$ cat config.mk
export PLATFORM = sky130hd
export DESIGN_NAME = adder_traffic_gen
export DESIGN_NICKNAME = d
export VERILOG_FILES = /design/src/rtl/adder_traffic_gen.sv
export SDC_FILE = /design/constraint.sdc
export NUM_CORES = 1
export LEC_CHECK = 0
export ABC_AREA = 1
export ABC_CLOCK_PERIOD_IN_PS = 3650
export CAP_MARGIN = 25
export CORE_MARGIN = 2
export CORE_UTILIZATION = 50
export DETAILED_ROUTE_END_ITERATION = 10
export PLACE_DENSITY = 0.73
export RECOVER_POWER = 25
export SYNTH_ARGS = -nofsm -noshare
export SYNTH_HDL_FRONTEND = slang
export SYNTH_SLANG_ARGS = --single-unit
$ cat constraint.sdc
create_clock -name clk -period 3.65 [get_ports clk]
set_input_delay 0.5475 -clock clk [delete_from_list [all_inputs] [get_ports clk]]
set_output_delay 0.5475 -clock clk [all_outputs]
set_load 0.005 [all_outputs]
$ cat src/rtl/adder_traffic_gen.sv
// adder_traffic_gen: LFSR-driven operand initiator and result checker for the
// adder valid/ready wrapper. Keeps one transaction outstanding at a time,
// counts results and mismatches, and aborts a run through a watchdog when the
// responder stalls.
module adder_traffic_gen #(
  parameter int unsigned WIDTH     = 8,
  parameter int unsigned RES_WIDTH = WIDTH + 1,
  parameter int unsigned NUM_TX    = 16,
  parameter logic [31:0] SEED      = 32'h0000_0001,
  parameter int unsigned TIMEOUT   = 256
) (
  input  logic                 clk,
  input  logic                 rst_n,
  input  logic                 start,
  output logic [WIDTH-1:0]     op_a,
  output logic [WIDTH-1:0]     op_b,
  output logic                 op_valid,
  input  logic                 op_ready,
  input  logic [RES_WIDTH-1:0] res_data,
  input  logic                 res_valid,
  output logic                 res_ready,
  output logic                 busy,
  output logic                 done,
  output logic                 timeout,
  output logic [15:0]          tx_count,
  output logic [15:0]          err_count
);

  // An all-zero seed would lock the LFSR, so it is replaced by 1.
  localparam logic [31:0] SEED_EFF = (SEED == 32'd0) ? 32'd1 : SEED;
  // The watchdog only needs to reach TIMEOUT-1; the expiring edge is the next one.
  localparam int unsigned WD_W = (TIMEOUT < 2) ? 1 : $clog2(TIMEOUT);
  localparam logic [WD_W-1:0] WD_LAST = WD_W'(TIMEOUT - 1);

  typedef enum logic [1:0] {IDLE, DRIVE, COLLECT, DONE} state_t;

  state_t               state_reg, state_next;
  logic [31:0]          lfsr_reg, lfsr_next, lfsr_adv;
  logic [WD_W-1:0]      wd_reg, wd_next;
  logic [RES_WIDTH-1:0] expected_reg, expected_next;
  logic [WIDTH-1:0]     op_a_next, op_b_next;
  logic                 op_valid_next, res_ready_next, busy_next, done_next, timeout_next;
  logic [15:0]          tx_count_next, err_count_next, tx_inc;
  logic                 abort_now;

  // Fibonacci LFSR, taps 32/22/2/1, shifting left with feedback into bit 0.
  assign lfsr_adv = {lfsr_reg[30:0], lfsr_reg[31] ^ lfsr_reg[21] ^ lfsr_reg[1] ^ lfsr_reg[0]};
  assign tx_inc   = tx_count + 16'd1;

  // Next-state and registered-output logic for the run sequencer.
  always_comb begin
    state_next     = state_reg;
    lfsr_next      = lfsr_reg;
    wd_next        = wd_reg;
    expected_next  = expected_reg;
    op_a_next      = op_a;
    op_b_next      = op_b;
    op_valid_next  = op_valid;
    res_ready_next = res_ready;
    busy_next      = busy;
    done_next      = done;
    timeout_next   = timeout;
    tx_count_next  = tx_count;
    err_count_next = err_count;
    abort_now      = 1'b0;

    case (state_reg)
      IDLE, DONE: begin
        if (start) begin
          tx_count_next  = 16'd0;
          err_count_next = 16'd0;
          timeout_next   = 1'b0;
          done_next      = 1'b0;
          busy_next      = 1'b1;
          op_a_next      = lfsr_reg[WIDTH-1:0];
          op_b_next      = lfsr_reg[16+WIDTH-1:16];
          op_valid_next  = 1'b1;
          wd_next        = '0;
          state_next     = DRIVE;
        end
      end
      DRIVE: begin
        if (op_valid && op_ready) begin
          expected_next  = RES_WIDTH'(op_a) + RES_WIDTH'(op_b);
          op_valid_next  = 1'b0;
          res_ready_next = 1'b1;
          lfsr_next      = lfsr_adv;
          wd_next        = '0;
          state_next     = COLLECT;
        end else if (wd_reg == WD_LAST) begin
          abort_now = 1'b1;
        end else begin
          wd_next = wd_reg + WD_W'(1);
        end
      end
      COLLECT: begin
        if (res_valid && res_ready) begin
          res_ready_next = 1'b0;
          tx_count_next  = tx_inc;
          if ((res_data != expected_reg) && (err_count != 16'hFFFF)) begin
            err_count_next = err_count + 16'd1;
          end
          wd_next = '0;
          if (tx_inc == 16'(NUM_TX)) begin
            busy_next  = 1'b0;
            done_next  = 1'b1;
            state_next = DONE;
          end else begin
            // LFSR already advanced at the operand handshake.
            op_a_next     = lfsr_reg[WIDTH-1:0];
            op_b_next     = lfsr_reg[16+WIDTH-1:16];
            op_valid_next = 1'b1;
            state_next    = DRIVE;
          end
        end else if (wd_reg == WD_LAST) begin
          abort_now = 1'b1;
        end else begin
          wd_next = wd_reg + WD_W'(1);
        end
      end
      default: state_next = IDLE;
    endcase

    // Watchdog expiry: drop both handshakes, keep partial counts, flag timeout.
    if (abort_now) begin
      op_valid_next  = 1'b0;
      res_ready_next = 1'b0;
      busy_next      = 1'b0;
      done_next      = 1'b1;
      timeout_next   = 1'b1;
      wd_next        = '0;
      state_next     = DONE;
    end
  end

  // State and output registers with asynchronous active-low reset.
  always_ff @(posedge clk or negedge rst_n) begin
    if (!rst_n) begin
      state_reg    <= IDLE;
      lfsr_reg     <= SEED_EFF;
      wd_reg       <= '0;
      expected_reg <= '0;
      op_a         <= '0;
      op_b         <= '0;
      op_valid     <= 1'b0;
      res_ready    <= 1'b0;
      busy         <= 1'b0;
      done         <= 1'b0;
      timeout      <= 1'b0;
      tx_count     <= 16'd0;
      err_count    <= 16'd0;
    end else begin
      state_reg    <= state_next;
      lfsr_reg     <= lfsr_next;
      wd_reg       <= wd_next;
      expected_reg <= expected_next;
      op_a         <= op_a_next;
      op_b         <= op_b_next;
      op_valid     <= op_valid_next;
      res_ready    <= res_ready_next;
      busy         <= busy_next;
      done         <= done_next;
      timeout      <= timeout_next;
      tx_count     <= tx_count_next;
      err_count    <= err_count_next;
    end
  end

endmodule

# After elaboration in Yosys (flattened, before gate mapping)
# Cells that the tools add are included.
# totals
output_inout_bits	53
elab_cells	106
register_bits	104
inputBits	14
# classes
eq_ne	16
n_mux	51
bitwise	3
add_sub_neg	4
reduce_logical	19
# op_table
operator	count
8-bit two-way mux	11
16-bit two-way mux	4
16-bit one-hot mux with 2 select lines	2
16-bit by 1-bit adder with 16-bit output (second input constant)	2
8-bit one-hot mux with 2 select lines	2
8-bit one-hot mux with 3 select lines	1
1-bit two-way mux	20
16-bit by 5-bit equality test with 1-bit output (second input constant)	1
16-bit inequality test (second input constant)	1
4-bit AND reduction	4
3-bit inequality test (second input constant)	5
2-bit two-way mux	5
8-bit by 8-bit adder with 9-bit output	1
9-bit inequality test	1
3-bit AND reduction	3
8-bit by 1-bit adder with 8-bit output (second input constant)	1
8-bit equality test (second input constant)	1
2-bit inequality test (second input constant)	4
1-bit one-hot mux with 2 select lines	4
2-bit one-hot mux with 3 select lines	1
2-bit nonzero test	3
3-bit nonzero test	2
2-bit equality test (second input constant)	2
2-bit AND reduction	2
6 further kinds	10

# Logic depth before layout (Yosys ltp)
# Gate-level depths: netlist of the first run.
# depth
depth_word	6
ltp_mapped	15

# Worst setup path after synthesis of the first run
# OpenSTA, ideal clock, no wires.
# synth_path
path_kind	register -> register
startpoint	register state_reg[0]
endpoint	register err_count[10]
path_stages_with_launch	11
path_buffers	1
arrival_time_ps	1736
setup_time_ps	117
required_time_ps	3533
slack_ps	1797
cell_sequence	dfrtp_1 inv_1 ha_1 inv_2 o21ai_0 nand2_1 inv_1 o21ai_2 buf_6 nand2_1 nand2_1
# synth_between
elab_chain_len	4
elab_cells_between_ends	10
# synth_lines
element	line_no	text
start: declaration	37	state_t state_reg, state_next;
start signal: assignment	153	state_reg <= state_next;
2-bit equality test or 2-bit zero test (tied branches)	67	case (state_reg)
2-bit OR reduction	67	
2-bit inequality test (no line) or 2-bit nonzero test (tied branches)	-	
4-bit AND reduction (no line)	-	
end signal: assignment	165	err_count <= err_count_next;
end: declaration	26	output logic [15:0] err_count
# Parallel ways exist; a longest one is shown, timed or not.
# A chain may end at the register's enable or synchronous reset.

# Worst setup path after layout of the first run
# layout_path
startpoint	register state_reg[0]
endpoint	register op_b[2]
# layout_between
elab_chain_len	4
elab_cells_between_ends	10
# layout_lines
element	line_no	text
2-bit equality test or 2-bit zero test (tied branches)	67	
2-bit OR reduction	67	
2-bit inequality test (no line) or 2-bit nonzero test (tied branches)	-	
4-bit AND reduction (no line)	-	
end signal: assignment	158	op_b <= op_b_next;
end: declaration	16	output logic [WIDTH-1:0] op_b,
# Parallel ways exist; a longest one is shown, timed or not.

==> key figures, run 1 <==
Logic synthesis
  – Yosys reg bits: 104
  – Total nets after synthesis: 718
  – Synth area leader: dfrtp_1
  – Async set-or-reset flop fraction in the synthesized netlist: 100.0%
  – Synth Flop Type: dfrtp_1
  – Share of the yosys chip area belonging to registers: 47.18%
  – Syn Inst Count: 689
  – Ys Warns: 0
  – Area contributors post-synth: dfrtp_1 47%, nand2_1 15%, inv_1 4.9%
  – EDFF count, synth: 0
  – Area share of the largest cell type after synthesis: 46.70%
  – Most common cell in the synthesized netlist: nand2_1
  – Distinct cells, synth: 37
  – Most frequent cells after synthesis: 214 x nand2_1, 103 x dfrtp_1, 72 x inv_1
  – Average size of a mapped cell: about 8.0 um^2
  – Synthesized cell area: 5519 um^2

STA
  – Final Cycle Share: 68.64%
  – Final setup viols: 0
  – Setup_tns: 0 ns
  – Fmax: 399.1 MHz
  – Endpoints failing hold: 0
  – Tightest Pin Transition: approximately 2.5 ns
  – Clock Skew: 0.01109 ns
  – Relative slew slack: -69.09%
  – Fin. max-slew vios: 46
  – Worst setup margin: 1.145 ns
  – WHS: 0.4812 ns
  – Fin crit period: 2.505 ns
  – RSZ-0062 raised after global routing: no

Placement
  – DP Worst Slack: roughly 0.96 ns
  – Port Buffers: 66
  – DP Area: about 6300 um^2
  – Placer Congestion: slightly below 0.9
  – # placed instances: 880
  – Hpwl dp: 8.719 mm

Power
  – Power share of the clock group: between 10% and 20%
  – Sw Pwr: 0.001546 W
  – Internal cell power: approximately 0.0025 W
  – Switching share of power: between 30% and 40%
  – Leak: 2.982 nW
  – Maximum VDD drop: 0.3635 mV
  – Part of the power in registers: 42.7%
  – Pwr/cell area: between 600 and 700 nW/um^2
  – Combinational share of power: a little under two fifths

Clock network
  – Max clock buf depth: 2
  – Post_cts resized: 0
  – Hold buffers post-CTS: 0
  – TritonCTS clock tree: yes
  – Worst-path clk slew: 0.09 ns
  – Total setup buffers inserted after CTS: 0
  – Clk root buf: clkbuf_8
  – CTS H-tree lvls: 3
  – CTS sink count: 104
  – TritonCTS Buffers: 9
  – Worst skew pair latency: 0.36 ns

Layout
  – Nets: 780
  – Final Cell Area: 6491 um^2
  – Ant. Diodes: 0
  – Filler instances: 958
  – Max FFs per register: 32
  – Post-layout instance count excluding filler cells: about 900
  – Area grow syn2layout: 17.62%
  – Share of layout cells above drive strength 1: 8.466%

Worst setup path
  – CP max FO: 32
  – Crit path max-delay family: buffers and inverters
  – Worst Setup SP: state_reg[0]
  – Startpoint Class: flip-flop
  – Critical path class: flip-flop to flip-flop
  – Crit. End Element: flip-flop
  – Reg2reg start: state_reg[0]
  – CP max-delay cell: dfrtp_1
  – CP Data Required Time: between 3 and 4 ns
  – Critical Path, Cell by Cell: inv_1 -> ha_1 -> inv_2 -> o21ai_0 -> nand2_1 -> inv_1 -> buf_4 -> nand2_8 -> nand2_2 -> o21ai_2
  – CP dominant cell by count: inv_1
  – Arrival time worst endpoint: about 2.8 ns
  – WP buf/inv: 4
  – Slowest stage delay, CP: approximately 0.42 ns

Global routing
  – Initial antenna violation count: 0
  – First-pass GRT wire length: roughly 21 mm
  – Vias in the first global route: about 4,400
  – M3 GR Usage: between 3 and 4%
  – Global route overflow: 0
  – Largest net degree at the start of global routing: 60
  – Most Crowded Layer GR: met2
  – M1 GR Usage: 28.86%
  – GRT met2 Usage: 36.29%
  – Total Routing Usage GR: 21.91%

Min path
  – HP Class: flip-flop to flip-flop
  – Hold path start: lfsr_reg[9]

Status
  – Failing checks: capacitance limit, slew limit
  – Status: complete, but fails checks

Floorplan
  – Area of the die: roughly 12,000 um^2
  – Initial core utilization: 51.14%
  – Die height: 109.1 um
  – Rows: 38
  – Area of the core: 10,790 um^2
  – I/O pin total: 67
  – Die width: roughly 110 um

Run
  – Max Cap Violations: 1

Route
  – Via/cell ratio: 5.135
  – Post-route ant nets: 0
  – DRC viols: 0
  – Drt pass-1 iters: 5
  – WL/cell: 13.44 um
  – 1st-iter DRT viols: 324
  – WL final: 12.05 mm
  – Vias: 4,601
==> tightest hold or removal path, cell delays in order (launching register included) <==
cell,delay (ns)
dfrtp_1,0.35
nand2_1,0.05
nand2_1,0.05
==> path summary, 6_finish.rpt <==
| check | to | slack (ns) | depth (start not counted) |
|---|---|---|---|
| setup / recovery | op_b[2] | 1.14 | 10 |
| hold / removal | lfsr_reg[9] | 0.48 | 2 |
| setup reg to reg | op_b[2] | 1.14 | 10 |
| hold reg to reg | lfsr_reg[9] | 0.48 | 2 |
| max in group asynchronous | lfsr_reg[13] | 1.25 | 1 |
| min in group asynchronous | tx_count[13] | 0.96 | 1 |
==> area by class of cell <==
type,instances,area [um^2],share of cell area (%)
Tap cell,140,175.2,2.699
Inverter,74,277.8,4.279
Sequential cell,104,2604,40.11
Clock inverter,5,81.33,1.253
Multi-Input combinational cell,492,2515,38.74
Clock buffer,11,141.4,2.178
Timing Repair Buffer,70,696.9,10.74
==> cells in the final DEF, fill, tap and decap left out, drive strengths merged, types with 7 or more instances in the layout <==
cell type        n
nand2          232
dfrtp          103
inv             74
nor2            70
clkdlybuf4s50   65
o21ai           64
nand3           32
xor2            24
ha              14
clkbuf          12
nand4           11
nor3             9
o22ai            9
a21oi            8
xnor2            7
==> routing by layer <==
metal  share of wire (%)  vias to the layer above
met1                  46                     2176
met5                   0                        -
met2                  48                      105
li1                    -                     2306
met4                 1.2                        0
met3                 5.0                       14
==> through the flow <==
step / total power [W] / util [%]
finish: 0.004017 / 60.14
CTS: 0.004065 / 60.18
detailed placement: 0.003252 / 58.12
global placement: 0.003196 / 58.12
global route: 0.004342 / 60.14
floorplan: 0.002784 / -
==> power by group through the flow <==
stage	logic (W)	registers [W]	clock network [W]
2_1_floorplan	0.00111	0.00167	0
3_3_place_gp	0.00146	0.00173	0
3_5_place_dp	0.00151	0.00174	0
4_1_cts	0.00153	0.00172	0.000819
5_1_grt	0.00172	0.00176	0.000863
6_report	0.00151	0.00172	0.000795
==> cells by family after synthesis <==
family | count (synthesis) | share of synthesized area, %
AO/OA/AOI/OAI | 86 | 9.318
XOR/XNOR | 31 | 4.920
multiplexers | 1 | 0.1814
adder cells (fa/ha/maj) | 15 | 3.537
flip-flops | 104 | 47.18
buffers and inverters | 93 | 7.300
AND/OR/NAND/NOR | 359 | 27.57
No activity file was read; power rests on OpenSTA's default activity.
==> run 2: changes to the inputs <==
--- a/config.mk
+++ b/config.mk
@@ -6,7 +6,7 @@
 export NUM_CORES = 1
 export LEC_CHECK = 0
 export ABC_AREA = 1
-export ABC_CLOCK_PERIOD_IN_PS = 3650
+export ABC_CLOCK_PERIOD_IN_PS = 2600
 export CAP_MARGIN = 25
 export CORE_MARGIN = 2
 export CORE_UTILIZATION = 50
==> constraint.sdc (replaced) <==
create_clock -name clk -period 2.6 [get_ports clk]
set_input_delay 0.39 -clock clk [delete_from_list [all_inputs] [get_ports clk]]
set_output_delay 0.39 -clock clk [all_outputs]
set_load 0.005 [all_outputs]
==> run 2 against run 1 <==
- the run now ends clean
- critical path depth rose by 3
- routed wire length hardly changed
- flip-flop and latch count did not move
- maximum frequency up 7.3%
- clock skew barely moved
- hold slack lost 0.25 ns
- die area is the same
- power rose by 36%
- core utilization shrank 0.45 points
- largest cell class unchanged
- highest routed layer unchanged
==> key figures, run 2 (synthesis results as in run 1) <==
Placement
  – Placer Congestion: 0.9040 (+1.6%)
  – DP Worst Slack: 0.1776 ns (-0.7810 ns)
  – # placed instances: 883 (+0.34%)
  – Port Buffers: 66 (unchanged)
  – Hpwl dp: 8.745 mm (+0.29%)

STA
  – Fmax: 428.1 MHz (+7.3%)
  – Fin crit period: 2.336 ns (-0.1697 ns)
  – Clock Skew: 0.01080 ns (-0.0002981 ns)
  – Setup_tns: 0 ns (unchanged)
  – Relative slew slack: 21.02% (+90 points)
  – Fin. max-slew vios: 0 (-100%)
  – RSZ-0062 raised after global routing: no
  – Worst setup margin: 0.2643 ns (-0.8803 ns)
  – Final setup viols: 0 (unchanged)
  – Tightest Pin Transition: 1.185 ns (-1.352 ns)
  – Final Cycle Share: 89.84% (+21 points)
  – Endpoints failing hold: 0 (unchanged)

Layout
  – Ant. Diodes: 0 (unchanged)
  – Area grow syn2layout: 16.73%
  – Max FFs per register: 32 (unchanged)
  – Most frequent cells in the layout: 214 x nand2_1, 103 x dfrtp_1, 72 x inv_1
  – Post-layout instance count excluding filler cells: 899 (+0.33%)
  – Filler instances: 967 (+0.94%)
  – Share of layout cells above drive strength 1: 8.827% (+0.36 points)
  – Commonest non-fill, non-tap cell in the layout: nand2_1
  – Nets: 783 (+0.38%)

Floorplan
  – Die height: 109.1 um (unchanged)
  – Die width: 109.1 um (unchanged)
  – Area of the die: 11,890 um^2 (unchanged)
  – I/O pin total: 67 (unchanged)
  – Initial core utilization: 51.14% (unchanged)
  – Area of the core: 10,790 um^2 (unchanged)
  – Rows: 38 (unchanged)

Min path
  – HP Class: input pin to asynchronous set/reset pin

Worst setup path
  – Crit. End Element: flip-flop
  – Reg2reg start: state_reg[0]
  – Worst setup path endpoint: op_valid
  – RR Endpoint: op_valid
  – Arrival time worst endpoint: 2.61 ns (-0.14 ns)
  – CP max FO: 6 (-81%)
  – CP Data Required Time: 2.88 ns (-1.01 ns)
  – Worst r2r path cells: 13 (+3)
  – Critical path class: flip-flop to flip-flop
  – Worst Setup SP: state_reg[0]
  – R2R Setup Slk: 0.26 ns (-0.88 ns)
  – Startpoint Class: flip-flop

Route
  – Drt pass-1 iters: 4 (-1)
  – M1 wire length: 5.509 mm (+0.11%)
  – Met2 WL post-DR: 5.869 mm (+1.1%)
  – Top Layer Used: met4
  – 1st-iter DRT viols: 307 (-5.2%)
  – DRC viols: 0 (unchanged)
  – Post-route ant nets: 0 (unchanged)
  – Via/cell ratio: 5.165 (+0.58%)
  – DR WL met3: 537 um (-10%)
  – WL final: 12.04 mm (about the same)
  – WL/cell: 13.39 um (-0.39%)
  – Vias: 4,643 (+0.91%)

Clock network
  – CTS sink count: 104 (unchanged)
  – Hold buffers post-CTS: 0 (unchanged)
  – Post_cts resized: 0 (unchanged)
  – Worst-path clk slew: 0.10 ns (about the same)
  – TritonCTS clock tree: yes
  – Max clock buf depth: 2 (unchanged)
  – Total setup buffers inserted after CTS: 0 (unchanged)
  – TritonCTS Buffers: 9 (unchanged)
  – Clk root buf: clkbuf_8
  – Worst skew pair latency: 0.38 ns (+0.02 ns)
  – CTS H-tree lvls: 3 (unchanged)

Power
  – Part of the power in registers: 44.2% (+1.5 points)
  – Leak: 2.963 nW (-0.61%)
  – Power share of the clock group: 16.7% (-3.1 points)
  – Internal cell power: 0.003261 W (+32%)
  – Combinational share of power: 39.1% (+1.6 points)
  – Pwr/cell area: 847.9 nW/um^2 (+37%)
  – Switching share of power: 40.30% (+1.8 points)
  – Maximum VDD drop: 0.5277 mV (+45%)
  – Sw Pwr: 0.002201 W (+42%)

Run
  – Max Cap Violations: 0 (-1)

Global routing
  – Vias in the first global route: 4,396 (-0.29%)
  – Total Routing Usage GR: 21.32% (-0.59 points)
  – First-pass GRT wire length: 20.05 mm (-2.5%)
  – Largest net degree at the start of global routing: 50 (-17%)
  – Global route overflow: 0 (unchanged)
  – Initial antenna violation count: 0 (unchanged)

Status
  – Status: finished clean
## run 2: changes by cell type in the layout (fill, tap and decap cells not counted), sizes merged
cell / change
buf: +2
clkinvlp: +1
clkbuf: +1
bufinv: -2
clkinv: +1
## run 2: per-stage QoR
stage	cell area [um^2]	utilization, %	total power (W)	hold slack [ns]
floorplan	5519	-	0.003908	0.09441
global placement	6295	58.32	0.004493	0.4433
detailed placement	6295	58.32	0.004584	0.4427
CTS	6460	59.85	0.005508	0.03211
global route	6442	59.69	0.005892	0.3239
finish	6442	59.69	0.005462	0.2314
## run 2: cell type report
cell class	count	area, um^2	share of cell area (%)
inverter	74	277.8	4.312
clock inverter	5	33.78	0.5244
clock buffer	11	131.4	2.039
sequential	104	2604	40.42
multi-input combinational	492	2515	39.04
tap	140	175.2	2.719
timing repair buffer	73	705.7	10.95
## run 2: metal layers
| layer | global-route usage, % | vias to the layer above |
|---|---|---|
| met2 | 36.65 | 99 |
| met4 | 5.586 | 0 |
| met1 | 27.47 | 2228 |
| met5 | 0 | - |
| met3 | 4.304 | 12 |
| li1 | - | 2304 |
## run 2: power groups by stage
stage	Clock (W)	Combinational, W	Sequential [W]
2_1_floorplan	0	0.00156	0.00235
3_3_place_gp	0	0.00206	0.00243
3_5_place_dp	0	0.00214	0.00244
4_1_cts	0.000936	0.00216	0.00241
5_1_grt	0.000998	0.00243	0.00247
6_report	0.000912	0.00214	0.00241
## run 2: how the worst min path moves through the flow
stage / start / end / slack [ns] / cells past startpoint
6_report: rst_n / tx_count[9] / 0.23 / 1
3_3_place_gp: rst_n / tx_count[9] / 0.44 / 1
5_1_grt: rst_n / tx_count[9] / 0.32 / 1
2_1_floorplan: rst_n / busy / 0.09 / 0
3_5_place_dp: rst_n / tx_count[9] / 0.44 / 1
4_1_cts: rst_n / tx_count[9] / 0.03 / 1
## run 2: worst max-delay path, stage by stage (launching register included)
cell     delay [ns]
dfrtp_1        0.43
inv_1          0.08
ha_1           0.33
nand2_1        0.14
o21ai_0        0.15
inv_1          0.08
nor2_1         0.25
nand2_1        0.21
nand2_1        0.15
nand2_1        0.06
inv_1          0.14
o21ai_0        0.11
nand2_1        0.07
nand2_1        0.04
